$ cat config.mk
export PLATFORM = sky130hd
export DESIGN_NAME = card_dealer_flat
export DESIGN_NICKNAME = d
export VERILOG_FILES = /design/src/rtl/card_dealer_if.sv /design/src/rtl/card_dealer.sv /design/src/flat_wrapper.sv
export SDC_FILE = /design/constraint.sdc
export NUM_CORES = 1
export LEC_CHECK = 0
export CAP_MARGIN = 20
export CORE_AREA = 3 3 89 91
export CTS_CLUSTER_SIZE = 28
export DETAILED_ROUTE_END_ITERATION = 10
export DIE_AREA = 0 0 92 94
export GPL_ROUTABILITY_DRIVEN = 0
export MAX_ROUTING_LAYER = met4
export PLACE_DENSITY = 0.54
export SYNTH_ARGS = -nofsm -noshare
export SYNTH_HDL_FRONTEND = slang
export SYNTH_SLANG_ARGS = --single-unit
$ cat constraint.sdc
create_clock -name clk -period 1.9 [get_ports clk]
set_input_delay 0.38 -clock clk [delete_from_list [all_inputs] [get_ports clk]]
set_output_delay 0.38 -clock clk [all_outputs]
set_load 0.03 [all_outputs]
$ cat src/rtl/card_dealer_if.sv
// Deal-control / card-code bundle between the baccarat game FSM (master)
// and the card dealer (slave).
interface card_dealer_if #(
  parameter int unsigned CARD_W = 4
);
  logic              deal_req;
  logic [2:0]        slot;
  logic              clear_hand;
  logic [CARD_W-1:0] new_card;
  logic [CARD_W-1:0] pcard1;
  logic [CARD_W-1:0] pcard2;
  logic [CARD_W-1:0] pcard3;
  logic [CARD_W-1:0] dcard1;
  logic [CARD_W-1:0] dcard2;
  logic [CARD_W-1:0] dcard3;
  logic [2:0]        dealt_cnt;
  logic              busy;
  logic              deal_done;
  logic              deal_err;

  modport master (
    output deal_req, slot, clear_hand,
    input  new_card, pcard1, pcard2, pcard3, dcard1, dcard2, dcard3,
           dealt_cnt, busy, deal_done, deal_err
  );

  modport slave (
    input  deal_req, slot, clear_hand,
    output new_card, pcard1, pcard2, pcard3, dcard1, dcard2, dcard3,
           dealt_cnt, busy, deal_done, deal_err
  );
endinterface

$ cat src/rtl/card_dealer.sv
// Free-running rank counter captured into six hand slots (player 1-3, dealer 1-3)
// on request; a two-state FSM validates the target slot and writes it.
module card_dealer #(
  parameter int unsigned NUM_RANKS = 13,
  parameter int unsigned CARD_W    = 4
) (
  input  logic          clk,
  input  logic          resetb,
  card_dealer_if.slave  bus
);
  typedef enum logic {IDLE, LOAD} state_e;

  state_e            state_q;
  logic [CARD_W-1:0] new_card_q;
  logic [CARD_W-1:0] rank_d;
  logic [CARD_W-1:0] card_q;
  logic [2:0]        slot_q;
  logic [CARD_W-1:0] slots_q [6];
  logic [2:0]        dealt_cnt_q;
  logic              busy_q;
  logic              done_q;
  logic              err_q;
  logic              target_full;
  logic              slot_bad;

  always_comb begin
    rank_d = (new_card_q == CARD_W'(NUM_RANKS)) ? CARD_W'(1) : new_card_q + CARD_W'(1);
  end

  // Occupancy lookup by comparison so invalid slot codes 6/7 never index the array.
  always_comb begin
    target_full = 1'b0;
    for (int unsigned i = 0; i < 6; i++) begin
      if (slot_q == 3'(i) && slots_q[i] != '0) target_full = 1'b1;
    end
    slot_bad = (slot_q > 3'd5);
  end

  always_ff @(posedge clk or negedge resetb) begin
    if (!resetb) begin
      state_q     <= IDLE;
      new_card_q  <= CARD_W'(1);
      card_q      <= '0;
      slot_q      <= '0;
      dealt_cnt_q <= '0;
      busy_q      <= 1'b0;
      done_q      <= 1'b0;
      err_q       <= 1'b0;
      for (int unsigned i = 0; i < 6; i++) slots_q[i] <= '0;
    end else begin
      new_card_q <= rank_d;
      done_q     <= 1'b0;
      err_q      <= 1'b0;
      case (state_q)
        IDLE: begin
          if (bus.clear_hand) begin
            for (int unsigned i = 0; i < 6; i++) slots_q[i] <= '0;
            dealt_cnt_q <= '0;
          end else if (bus.deal_req) begin
            slot_q  <= bus.slot;
            card_q  <= new_card_q;
            state_q <= LOAD;
            busy_q  <= 1'b1;
          end
        end
        LOAD: begin
          state_q <= IDLE;
          busy_q  <= 1'b0;
          if (bus.clear_hand) begin
            for (int unsigned i = 0; i < 6; i++) slots_q[i] <= '0;
            dealt_cnt_q <= '0;
          end else if (slot_bad || target_full) begin
            err_q <= 1'b1;
          end else begin
            for (int unsigned i = 0; i < 6; i++) begin
              if (slot_q == 3'(i)) slots_q[i] <= card_q;
            end
            if (dealt_cnt_q != 3'd6) dealt_cnt_q <= dealt_cnt_q + 3'd1;
            done_q <= 1'b1;
          end
        end
        default: begin
          state_q <= IDLE;
          busy_q  <= 1'b0;
        end
      endcase
    end
  end

  assign bus.new_card  = new_card_q;
  assign bus.pcard1    = slots_q[0];
  assign bus.pcard2    = slots_q[1];
  assign bus.pcard3    = slots_q[2];
  assign bus.dcard1    = slots_q[3];
  assign bus.dcard2    = slots_q[4];
  assign bus.dcard3    = slots_q[5];
  assign bus.dealt_cnt = dealt_cnt_q;
  assign bus.busy      = busy_q;
  assign bus.deal_done = done_q;
  assign bus.deal_err  = err_q;
endmodule

$ cat src/flat_wrapper.sv
// flat-port wrapper written by rule: the top's interface ports become plain ports
module card_dealer_flat 
#(
  parameter int unsigned NUM_RANKS = 13,
  parameter int unsigned CARD_W    = 4
)
  (clk, resetb, bus_deal_req, bus_slot, bus_clear_hand, bus_new_card, bus_pcard1, bus_pcard2, bus_pcard3, bus_dcard1, bus_dcard2, bus_dcard3, bus_dealt_cnt, bus_busy, bus_deal_done, bus_deal_err);
  card_dealer_if #(.CARD_W(CARD_W)) bus_i ();
  input  logic clk;
  input  logic resetb;
  input wire logic [$bits(bus_i.deal_req)-1:0] bus_deal_req;
  input wire logic [$bits(bus_i.slot)-1:0] bus_slot;
  input wire logic [$bits(bus_i.clear_hand)-1:0] bus_clear_hand;
  output wire logic [$bits(bus_i.new_card)-1:0] bus_new_card;
  output wire logic [$bits(bus_i.pcard1)-1:0] bus_pcard1;
  output wire logic [$bits(bus_i.pcard2)-1:0] bus_pcard2;
  output wire logic [$bits(bus_i.pcard3)-1:0] bus_pcard3;
  output wire logic [$bits(bus_i.dcard1)-1:0] bus_dcard1;
  output wire logic [$bits(bus_i.dcard2)-1:0] bus_dcard2;
  output wire logic [$bits(bus_i.dcard3)-1:0] bus_dcard3;
  output wire logic [$bits(bus_i.dealt_cnt)-1:0] bus_dealt_cnt;
  output wire logic [$bits(bus_i.busy)-1:0] bus_busy;
  output wire logic [$bits(bus_i.deal_done)-1:0] bus_deal_done;
  output wire logic [$bits(bus_i.deal_err)-1:0] bus_deal_err;
  assign bus_i.deal_req = bus_deal_req;
  assign bus_i.slot = bus_slot;
  assign bus_i.clear_hand = bus_clear_hand;
  assign bus_new_card = bus_i.new_card;
  assign bus_pcard1 = bus_i.pcard1;
  assign bus_pcard2 = bus_i.pcard2;
  assign bus_pcard3 = bus_i.pcard3;
  assign bus_dcard1 = bus_i.dcard1;
  assign bus_dcard2 = bus_i.dcard2;
  assign bus_dcard3 = bus_i.dcard3;
  assign bus_dealt_cnt = bus_i.dealt_cnt;
  assign bus_busy = bus_i.busy;
  assign bus_deal_done = bus_i.deal_done;
  assign bus_deal_err = bus_i.deal_err;
  card_dealer #(.NUM_RANKS(NUM_RANKS), .CARD_W(CARD_W)) u_core (.clk(clk), .resetb(resetb), .bus(bus_i));
endmodule
==> results.ini, run 1 <==
[run_status]
status = complete, no violations

[logic_synthesis]
ys_warn_count = 0
ys.flop_type = dfrtp_1
avgSynthCellArea_um2 = 11.0
synthArstFlopShare = 1.00
synth_area_mm2 = 0.00179
syn_inst = 163
synth_edf_count = 0
synth_top_area_cell = dfrtp_1
synth_nets = 172
yosysTopAreaCellShare = 0.574
yosys-top-cells-area = dfrtp_1 (57%), a21oi_1 (7.3%), nor2_1 (6.9%)
ys_seq_elements = 42
synth_cell_types = 31
yosysSeqAreaShare = 0.589

[routing]
post-route-drc-count = 0
postRouteAntennaNets = 0
drt_wl_total_um = 4360
firstDrtPassIters = 4
viasPerCell = 4.48
wl_per_cell_um = 13.6
drt_iter0_markers = 72
dr_total_vias = 1432

[timing]
drv_slew = 0
timing.final.crit_period_ns = 1.84
hold_viol = 0
rsz0062_at_grt = no
tns_ns = 0
fin_skew_ns = 0.00835
slew_headroom = 0.659
fin_crit_sh = 0.971
tightest_slew_ns = 0.512
setup_viol = 0
fmaxAchievable_mhz = 542

[cts]
hold_buffers = 0
numCtsBuffers = 5
clk_latency_ns = 0.31
h-tree-depth = 2
clock-sinks = 42
cts_max_path_buffers = 2
cts_root_buf = clkbuf_8
clk_pin_slew_ns = 0.09
cts_tree = built
cts_setup_buffers = 0

[global_route]
use_met3 = 0.0369
grt_use_met1 = 0.144
grt_pass1_wl_um = 7420
grt_usage = 0.114
grt_max_degree = 23
antenna_found_initial = 0
grt_pass1_vias = 1497
gr-total-overflow = 0
gr-usage-met2 = 0.168
busiest_layer = met2

[setup_path]
crit_chain = clkdlybuf4s50_1
critPathCaptureType = output port
path_class = reg -> out
critPathLaunchType = flop
cp_slowest_cell = clkdlybuf4s50_1
critPathMaxFanout = 6
cp_top_family = buffers and inverters
cp.arrival_ns = 1.46
max_stage_delay_ns = 0.71
critPathRequiredTime_ns = 1.52
cp_num_buf_inv = 1

[hold_path]
hp-class = in -> async

[layout]
syn2layout_area_growth_pct = 41.1
final_cells = 320
final_common_cell = dfrtp_1
drive_gt1_frac = 0.199
antenna_cells = 0
layout_common_cells = dfrtp_1 (41), clkdlybuf4s50_1 (37), nor2_1 (33)
final_nets = 229

[floorplanning]
core_area_mm2 = 0.00721
die_w_um = 92
ios = 41
die-height_um = 94
dieArea_mm2 = 0.00865
placementRows = 31
start_util = 0.248

[pwr]
cellLeakagePower_nw = 1.12
vdd_drop_max_mv = 0.291
power.density_mw_per_mm2 = 814
total_power_mw = 2.05

[placement]
port_buffers = 40
dp_cells = 312
dp_hpwl_um = 3180

[job]
cap_viol_max_count = 0

## Yosys cell counts, types with 2 or more instances
master and n:
nor4_1 6, nand2_1 10, buf_6 2, clkbuf_1 2, and2b_1 2, inv_1 3, nand2b_1 2, mux2_2 7
mux2_4 2, nor2_1 33, mux2i_1 2, dfrtp_1 41, o21ai_0 6, a21oi_1 26, ha_1 2, and3_1 2
## stage by stage
stage / worst slack, ns / cell area, um2 / hold WS [ns] / util
after floorplan: 0.0396 / 1790 / 0.0844 / -
after global placement: 0.0714 / 2390 / 0.387 / 0.332
after detailed placement: 0.0706 / 2390 / 0.390 / 0.332
after CTS: 0.0362 / 2510 / 0.0579 / 0.347
after global routing: 0.000736 / 2520 / 0.0683 / 0.349
final: 0.0555 / 2520 / 0.0346 / 0.349
## flip-flops by register name, indices dropped and copies added (netlist names)
| name | flops |
|---|---|
| u_core.bus.busy | 1 |
| u_core.bus.dcard1 | 4 |
| u_core.bus.dcard2 | 4 |
| u_core.bus.dcard3 | 4 |
| u_core.bus.deal_done | 1 |
| u_core.bus.deal_err | 1 |
| u_core.bus.dealt_cnt | 3 |
| u_core.bus.new_card | 4 |
| u_core.bus.pcard1 | 4 |
| u_core.bus.pcard2 | 4 |
| u_core.bus.pcard3 | 4 |
| u_core.card_q | 4 |
| u_core.slot_q | 3 |
| u_core.state_q | 1 |
## worst paths after layout
kind | start | endpoint | slack [ns] | cells past startpoint
max in group asynchronous | resetb | u_core.bus.new_card[0] | 1.29 | 2
min in group clk | u_core.bus.busy | u_core.bus.busy | 0.49 | 2
setup reg to reg | u_core.bus.dcard1[1] | u_core.bus.dealt_cnt[0] | 0.13 | 5
setup / recovery | u_core.bus.new_card[1] | bus_new_card[1] | 0.06 | 1
hold reg to reg | u_core.bus.busy | u_core.bus.busy | 0.49 | 2
hold / removal | resetb | u_core.bus.deal_err | 0.03 | 1
## layout make-up
cell class                 count  area, um2
clock inverter                 3       45.0
sequential                    42       1050
multi-input combinational    114        706
inverter                       3       11.3
tap                           99        124
timing repair buffer          54        514
fill                         748       4690
clock buffer                   5       68.8
## timing repair
item / 4_1_cts / 5_1_grt
cloned: 0 / 0
resized for setup: 1 / 3
setup endpoints to repair: 1 / 3
## layer usage
metal	share of wire	vias up
li1	-	681
met3	0.073	4
met1	0.46	698
met2	0.46	49
met5	0	-
met4	0.011	0
## logic make-up (layout without fill, tap and decap cells)
kind of cell,count (synthesis),after routing,share of synthesized area
buf+inv,7,65,0.0231
compound gates,35,35,0.108
mux,11,11,0.0721
flops,42,42,0.589
simple gates,66,66,0.194
fa+ha+maj,2,2,0.0140
## where the power goes
group	switching (mW)	internal (mW)
clock	0.333	0.391
sequential	0.0670	0.937
combinational	0.162	0.161
Note: power is estimated with default switching activity, not from simulation.
==> inputs of run 2 (changes only) <==
==> constraint.sdc (replaced) <==
create_clock -name clk -period 2.3 [get_ports clk]
set_input_delay 0.46 -clock clk [delete_from_list [all_inputs] [get_ports clk]]
set_output_delay 0.46 -clock clk [all_outputs]
set_load 0.03 [all_outputs]
==> results.ini, run 2 (synthesis results as in run 1) <==
[timing]
tightest_slew_ns = 0.658  ; +0.146 ns
fmaxAchievable_mhz = 489
fin_ws_ns = 0.256  ; +0.201 ns
fin_crit_sh = 0.889
timing.final.crit_period_ns = 2.04
drv_slew = 0  ; unchanged
fin_skew_ns = 0.00701  ; -0.00134 ns
tns_ns = 0  ; unchanged
slew_headroom = 0.555  ; -0.104
hold_viol = 0  ; unchanged
rsz0062_at_grt = no
setup_viol = 0  ; unchanged

[routing]
viasPerCell = 4.41  ; -1.4%
firstDrtPassIters = 2  ; -2
post-route-drc-count = 0  ; unchanged
postRouteAntennaNets = 0  ; unchanged
drt_iter0_markers = 44  ; -39%
dr_total_vias = 1377  ; -3.8%
drt_wl_total_um = 4260  ; -2.4%
wl_per_cell_um = 13.7  ; +0.12%

[floorplanning]
die_w_um = 92  ; unchanged
ios = 41  ; unchanged
dieArea_mm2 = 0.00865  ; unchanged
start_util = 0.248  ; unchanged
placementRows = 31  ; unchanged
core_area_mm2 = 0.00721  ; unchanged
die-height_um = 94  ; unchanged

[cts]
hold_buffers = 0  ; unchanged
cts_max_path_buffers = 2  ; unchanged
h-tree-depth = 2  ; unchanged
cts_root_buf = clkbuf_8
numCtsBuffers = 5  ; unchanged
cts_setup_buffers = 0  ; unchanged
cts_tree = built
clk_latency_ns = 0.29  ; -0.02 ns
clk_pin_slew_ns = 0.08  ; about the same
clock-sinks = 42  ; unchanged
cts_resized = 0  ; -1

[placement]
place_ws_ns = 0.368  ; +0.297 ns
port_buffers = 40  ; unchanged
dp_hpwl_um = 3250  ; +2.0%

[pwr]
total_power_mw = 1.55  ; -24%
cellLeakagePower_nw = 1.04  ; -6.7%
power.density_mw_per_mm2 = 642  ; -21%
vdd_drop_max_mv = 0.346  ; +19%

[setup_path]
cp_num_buf_inv = 1  ; unchanged
reg2reg_slack_ns = 0.38  ; +0.25 ns
path_class = reg -> out
cp_top_family = buffers and inverters
cp_slowest_cell = clkdlybuf4s50_1
critPathLaunchType = flop
critPathCaptureType = output port
crit_chain = clkdlybuf4s50_1
max_stage_delay_ns = 0.69  ; -0.02 ns
critPathRequiredTime_ns = 1.84  ; +0.32 ns
cp.arrival_ns = 1.58  ; +0.12 ns
critPathMaxFanout = 8  ; +2

[global_route]
grt_usage = 0.109  ; -0.00480
grt_pass1_vias = 1446  ; -3.4%
grt_max_degree = 17  ; -26%
grt_pass1_wl_um = 7330  ; -1.2%
antenna_found_initial = 0  ; unchanged
gr-total-overflow = 0  ; unchanged

[run_status]
status = complete, no violations

[layout]
syn2layout_area_growth_pct = 35.0
antenna_cells = 0  ; unchanged
final_nets = 221  ; -3.5%
fill_cells = 763  ; +2.0%
final_common_cell = dfrtp_1
layout_common_cells = dfrtp_1 (41), clkdlybuf4s50_1 (39), nor2_1 (33)
drive_gt1_frac = 0.155  ; -0.0442

[hold_path]
hp-class = in -> async

[job]
cap_viol_max_count = 0  ; unchanged

run 2: changes by cell type in the layout (fill, tap and decap cells not counted), moves of 2 or more:
cell / before / now
buf_4: 13 / 6
clkdlybuf4s50_1: 37 / 39
clkinvlp_4: 2 / 0
nor4_1: 4 / 6
nor4_2: 2 / 0
run 2: power by group:
part / switching [mW] / leakage [nW] / total, mW / internal [mW]
clock network: 0.240 / 0.0482 / 0.482 / 0.242
registers: 0.0652 / 0.553 / 0.840 / 0.774
logic: 0.116 / 0.439 / 0.228 / 0.112
run 2: area by class of cell:
class | count | area [um2] | share of cell area
Clock buffer | 7 | 86.3 | 0.0358
Clock inverter | 1 | 5.00 | 0.00207
Inverter | 3 | 11.3 | 0.00467
Tap cell | 99 | 124 | 0.0513
Multi-Input combinational cell | 114 | 693 | 0.287
Sequential cell | 42 | 1050 | 0.436
Timing Repair Buffer | 46 | 440 | 0.183
run 2: metrics by stage:
step | area (um2) | hold slack [ns] | std cells | utilization
final | 2410 | 0.0684 | 312 | 0.334
after global routing | 2410 | 0.0801 | 312 | 0.334
after CTS | 2410 | 0.0652 | 312 | 0.334
after detailed placement | 2320 | 0.387 | 304 | 0.322
after global placement | 2320 | 0.382 | 304 | 0.322
after floorplan | 1790 | 0.164 | 163 | -
run 2: final timing paths:
path                                   startpoint                       to  cells after the start
hold reg to reg                   u_core.bus.busy          u_core.bus.busy                      2
min in group clk                  u_core.bus.busy          u_core.bus.busy                      2
max in group asynchronous                  resetb     u_core.bus.pcard3[1]                      2
setup / recovery           u_core.bus.new_card[0]          bus_new_card[0]                      1
hold / removal                             resetb     u_core.bus.dcard2[0]                      1
setup reg to reg             u_core.bus.dcard1[1]  u_core.bus.dealt_cnt[1]                      5
run 2: per-layer routing:
layer	GRT usage	vias up	share of wire
met1	0.149	678	0.50
met2	0.162	29	0.44
met3	0.0345	4	0.049
met5	-	-	0
li1	-	666	-
met4	0.0198	0	0.0063
==> inputs of run 3 (changes only) <==
--- a/config.mk
+++ b/config.mk
@@ -7,6 +7,7 @@
 export LEC_CHECK = 0
 export CAP_MARGIN = 20
 export CORE_AREA = 3 3 89 91
+export CTS_BUF_LIST = sky130_fd_sc_hd__clkbuf_8 sky130_fd_sc_hd__clkbuf_16
 export CTS_CLUSTER_SIZE = 28
 export DETAILED_ROUTE_END_ITERATION = 10
 export DIE_AREA = 0 0 92 94
==> results.ini, run 3 (synthesis results as in run 1) <==
[cts]
clk_latency_ns = 0.29  ; about the same
clock-sinks = 42  ; unchanged
cts_setup_buffers = 0  ; unchanged
h-tree-depth = 2  ; unchanged
clk_pin_slew_ns = 0.08  ; about the same
hold_buffers = 0  ; unchanged
numCtsBuffers = 5  ; unchanged
cts_tree = built
cts_root_buf = clkbuf_8
cts_resized = 0  ; unchanged
cts_max_path_buffers = 2  ; unchanged

[global_route]
use_met3 = 0.0345  ; unchanged
grt_use_met1 = 0.149  ; unchanged
gr-usage-met2 = 0.162  ; unchanged
gr-total-overflow = 0  ; unchanged
grt_pass1_vias = 1446  ; unchanged
grt_pass1_wl_um = 7330  ; unchanged
grt_max_degree = 17  ; unchanged
busiest_layer = met2
grt_usage = 0.109  ; unchanged
antenna_found_initial = 0  ; unchanged

[timing]
timing.final.crit_period_ns = 2.04  ; unchanged
slew_headroom = 0.555  ; unchanged
setup_viol = 0  ; unchanged
tightest_slew_ns = 0.658  ; unchanged
hold_viol = 0  ; unchanged
fin_crit_sh = 0.889  ; unchanged
rsz0062_at_grt = no
drv_slew = 0  ; unchanged
fin_skew_ns = 0.00701  ; unchanged
fmaxAchievable_mhz = 489  ; unchanged
tns_ns = 0  ; unchanged

[setup_path]
reg2reg_slack_ns = 0.38  ; about the same
r2r_end = u_core.bus.dealt_cnt[1]
critPathLaunchType = flop
cp_top_family = buffers and inverters
r2r-start = u_core.bus.dcard1[1]
cp_slowest_cell = clkdlybuf4s50_1
path_class = reg -> out
cp.depth = 1  ; unchanged
cp.arrival_ns = 1.58  ; about the same
cp_num_buf_inv = 1  ; unchanged
max_stage_delay_ns = 0.69  ; about the same
crit_chain = clkdlybuf4s50_1
critPathMaxFanout = 8  ; unchanged
critPathRequiredTime_ns = 1.84  ; about the same
critPathCaptureType = output port
r2r_cells = 5  ; unchanged

[layout]
syn2layout_area_growth_pct = 35.0  ; unchanged
final_nets = 221  ; unchanged
drive_gt1_frac = 0.155  ; unchanged
antenna_cells = 0  ; unchanged
fill_cells = 763  ; unchanged
final_common_cell = dfrtp_1
layout_common_cells = dfrtp_1 (41), clkdlybuf4s50_1 (39), nor2_1 (33)
stdcell_area_mm2 = 0.00241  ; unchanged

[routing]
postRouteAntennaNets = 0  ; unchanged
post-route-drc-count = 0  ; unchanged
drt_wl_total_um = 4260  ; about the same
wl_per_cell_um = 13.6  ; about the same
viasPerCell = 4.41  ; -0.15%
dr_total_vias = 1375  ; -0.15%
drt_iter0_markers = 44  ; unchanged
firstDrtPassIters = 2  ; unchanged

[run_status]
status = complete, no violations

[floorplanning]
die-height_um = 94  ; unchanged
placementRows = 31  ; unchanged
die_w_um = 92  ; unchanged
dieArea_mm2 = 0.00865  ; unchanged
start_util = 0.248  ; unchanged
ios = 41  ; unchanged
core_area_mm2 = 0.00721  ; unchanged

[pwr]
netSwitchingFraction = 0.273  ; +0.000735
p_seq_frac = 0.543  ; about the same
p_clk_frac = 0.309  ; -0.002
p_int_mw = 1.12  ; -0.39%
switchingPower_mw = 0.421  ; about the same
cellLeakagePower_nw = 1.05  ; +0.40%
power.density_mw_per_mm2 = 641  ; -0.29%
pwr-share-comb = 0.148  ; about the same
vdd_drop_max_mv = 0.346  ; about the same

[placement]
dp_hpwl_um = 3250  ; unchanged
port_buffers = 40  ; unchanged
placed_area_mm2 = 0.00232  ; unchanged

[job]
cap_viol_max_count = 0  ; unchanged

[hold_path]
hp-class = in -> async

==> run 3: cell count changes in the layout (fill, tap and decap cells not counted) <==
cell	before	now
clkbuf_1	1	0
inv_1	3	4
==> run 3: worst max-delay path by stage <==
| stage | startpoint | end | slack, ns |
|---|---|---|---|
| 2_1_floorplan | u_core.bus.dcard1[1] | u_core.bus.dealt_cnt[0] | 0.44 |
| 3_3_place_gp | bus_clear_hand | u_core.card_q[2] | 0.41 |
| 3_5_place_dp | bus_clear_hand | u_core.bus.dealt_cnt[1] | 0.37 |
| 4_1_cts | u_core.bus.new_card[0] | bus_new_card[0] | 0.24 |
| 5_1_grt | u_core.bus.new_card[0] | bus_new_card[0] | 0.21 |
| 6_report | u_core.bus.new_card[0] | bus_new_card[0] | 0.26 |
==> run 3: layer usage <==
layer / part of all wire / up-vias
li1: - / 665
met1: 0.50 / 677
met2: 0.44 / 29
met3: 0.049 / 4
met4: 0.0063 / 0
met5: 0 / -
==> run 3: layout make-up <==
type / instances / area [um2] / area share
sequential: 42 / 1050 / 0.436
multi-input combinational: 114 / 693 / 0.287
timing repair buffer: 46 / 440 / 0.183
tap: 99 / 124 / 0.0513
clock buffer: 6 / 82.6 / 0.0342
inverter: 3 / 11.3 / 0.00467
clock inverter: 2 / 8.76 / 0.00363
==> run 3: power groups by stage <==
stage	combinational [mW]	sequential [mW]	clock (mW)
final	0.228	0.840	0.478
after CTS	0.233	0.840	0.499
after floorplan	0.127	0.861	0
after detailed placement	0.232	0.856	0
after global routing	0.252	0.849	0.523
after global placement	0.230	0.854	0
==> run 3: metrics by stage <==
step                      instances  setup WS (ns)  total power, mW  utilization  hold slack (ns)
after global routing            312          0.206             1.62        0.334           0.0801
after floorplan                 163          0.440            0.988            -            0.164
after CTS                       312          0.242             1.57        0.334           0.0652
after global placement          304          0.406             1.08        0.322            0.382
after detailed placement        304          0.368             1.09        0.322            0.387
final                           312          0.256             1.55        0.334           0.0684
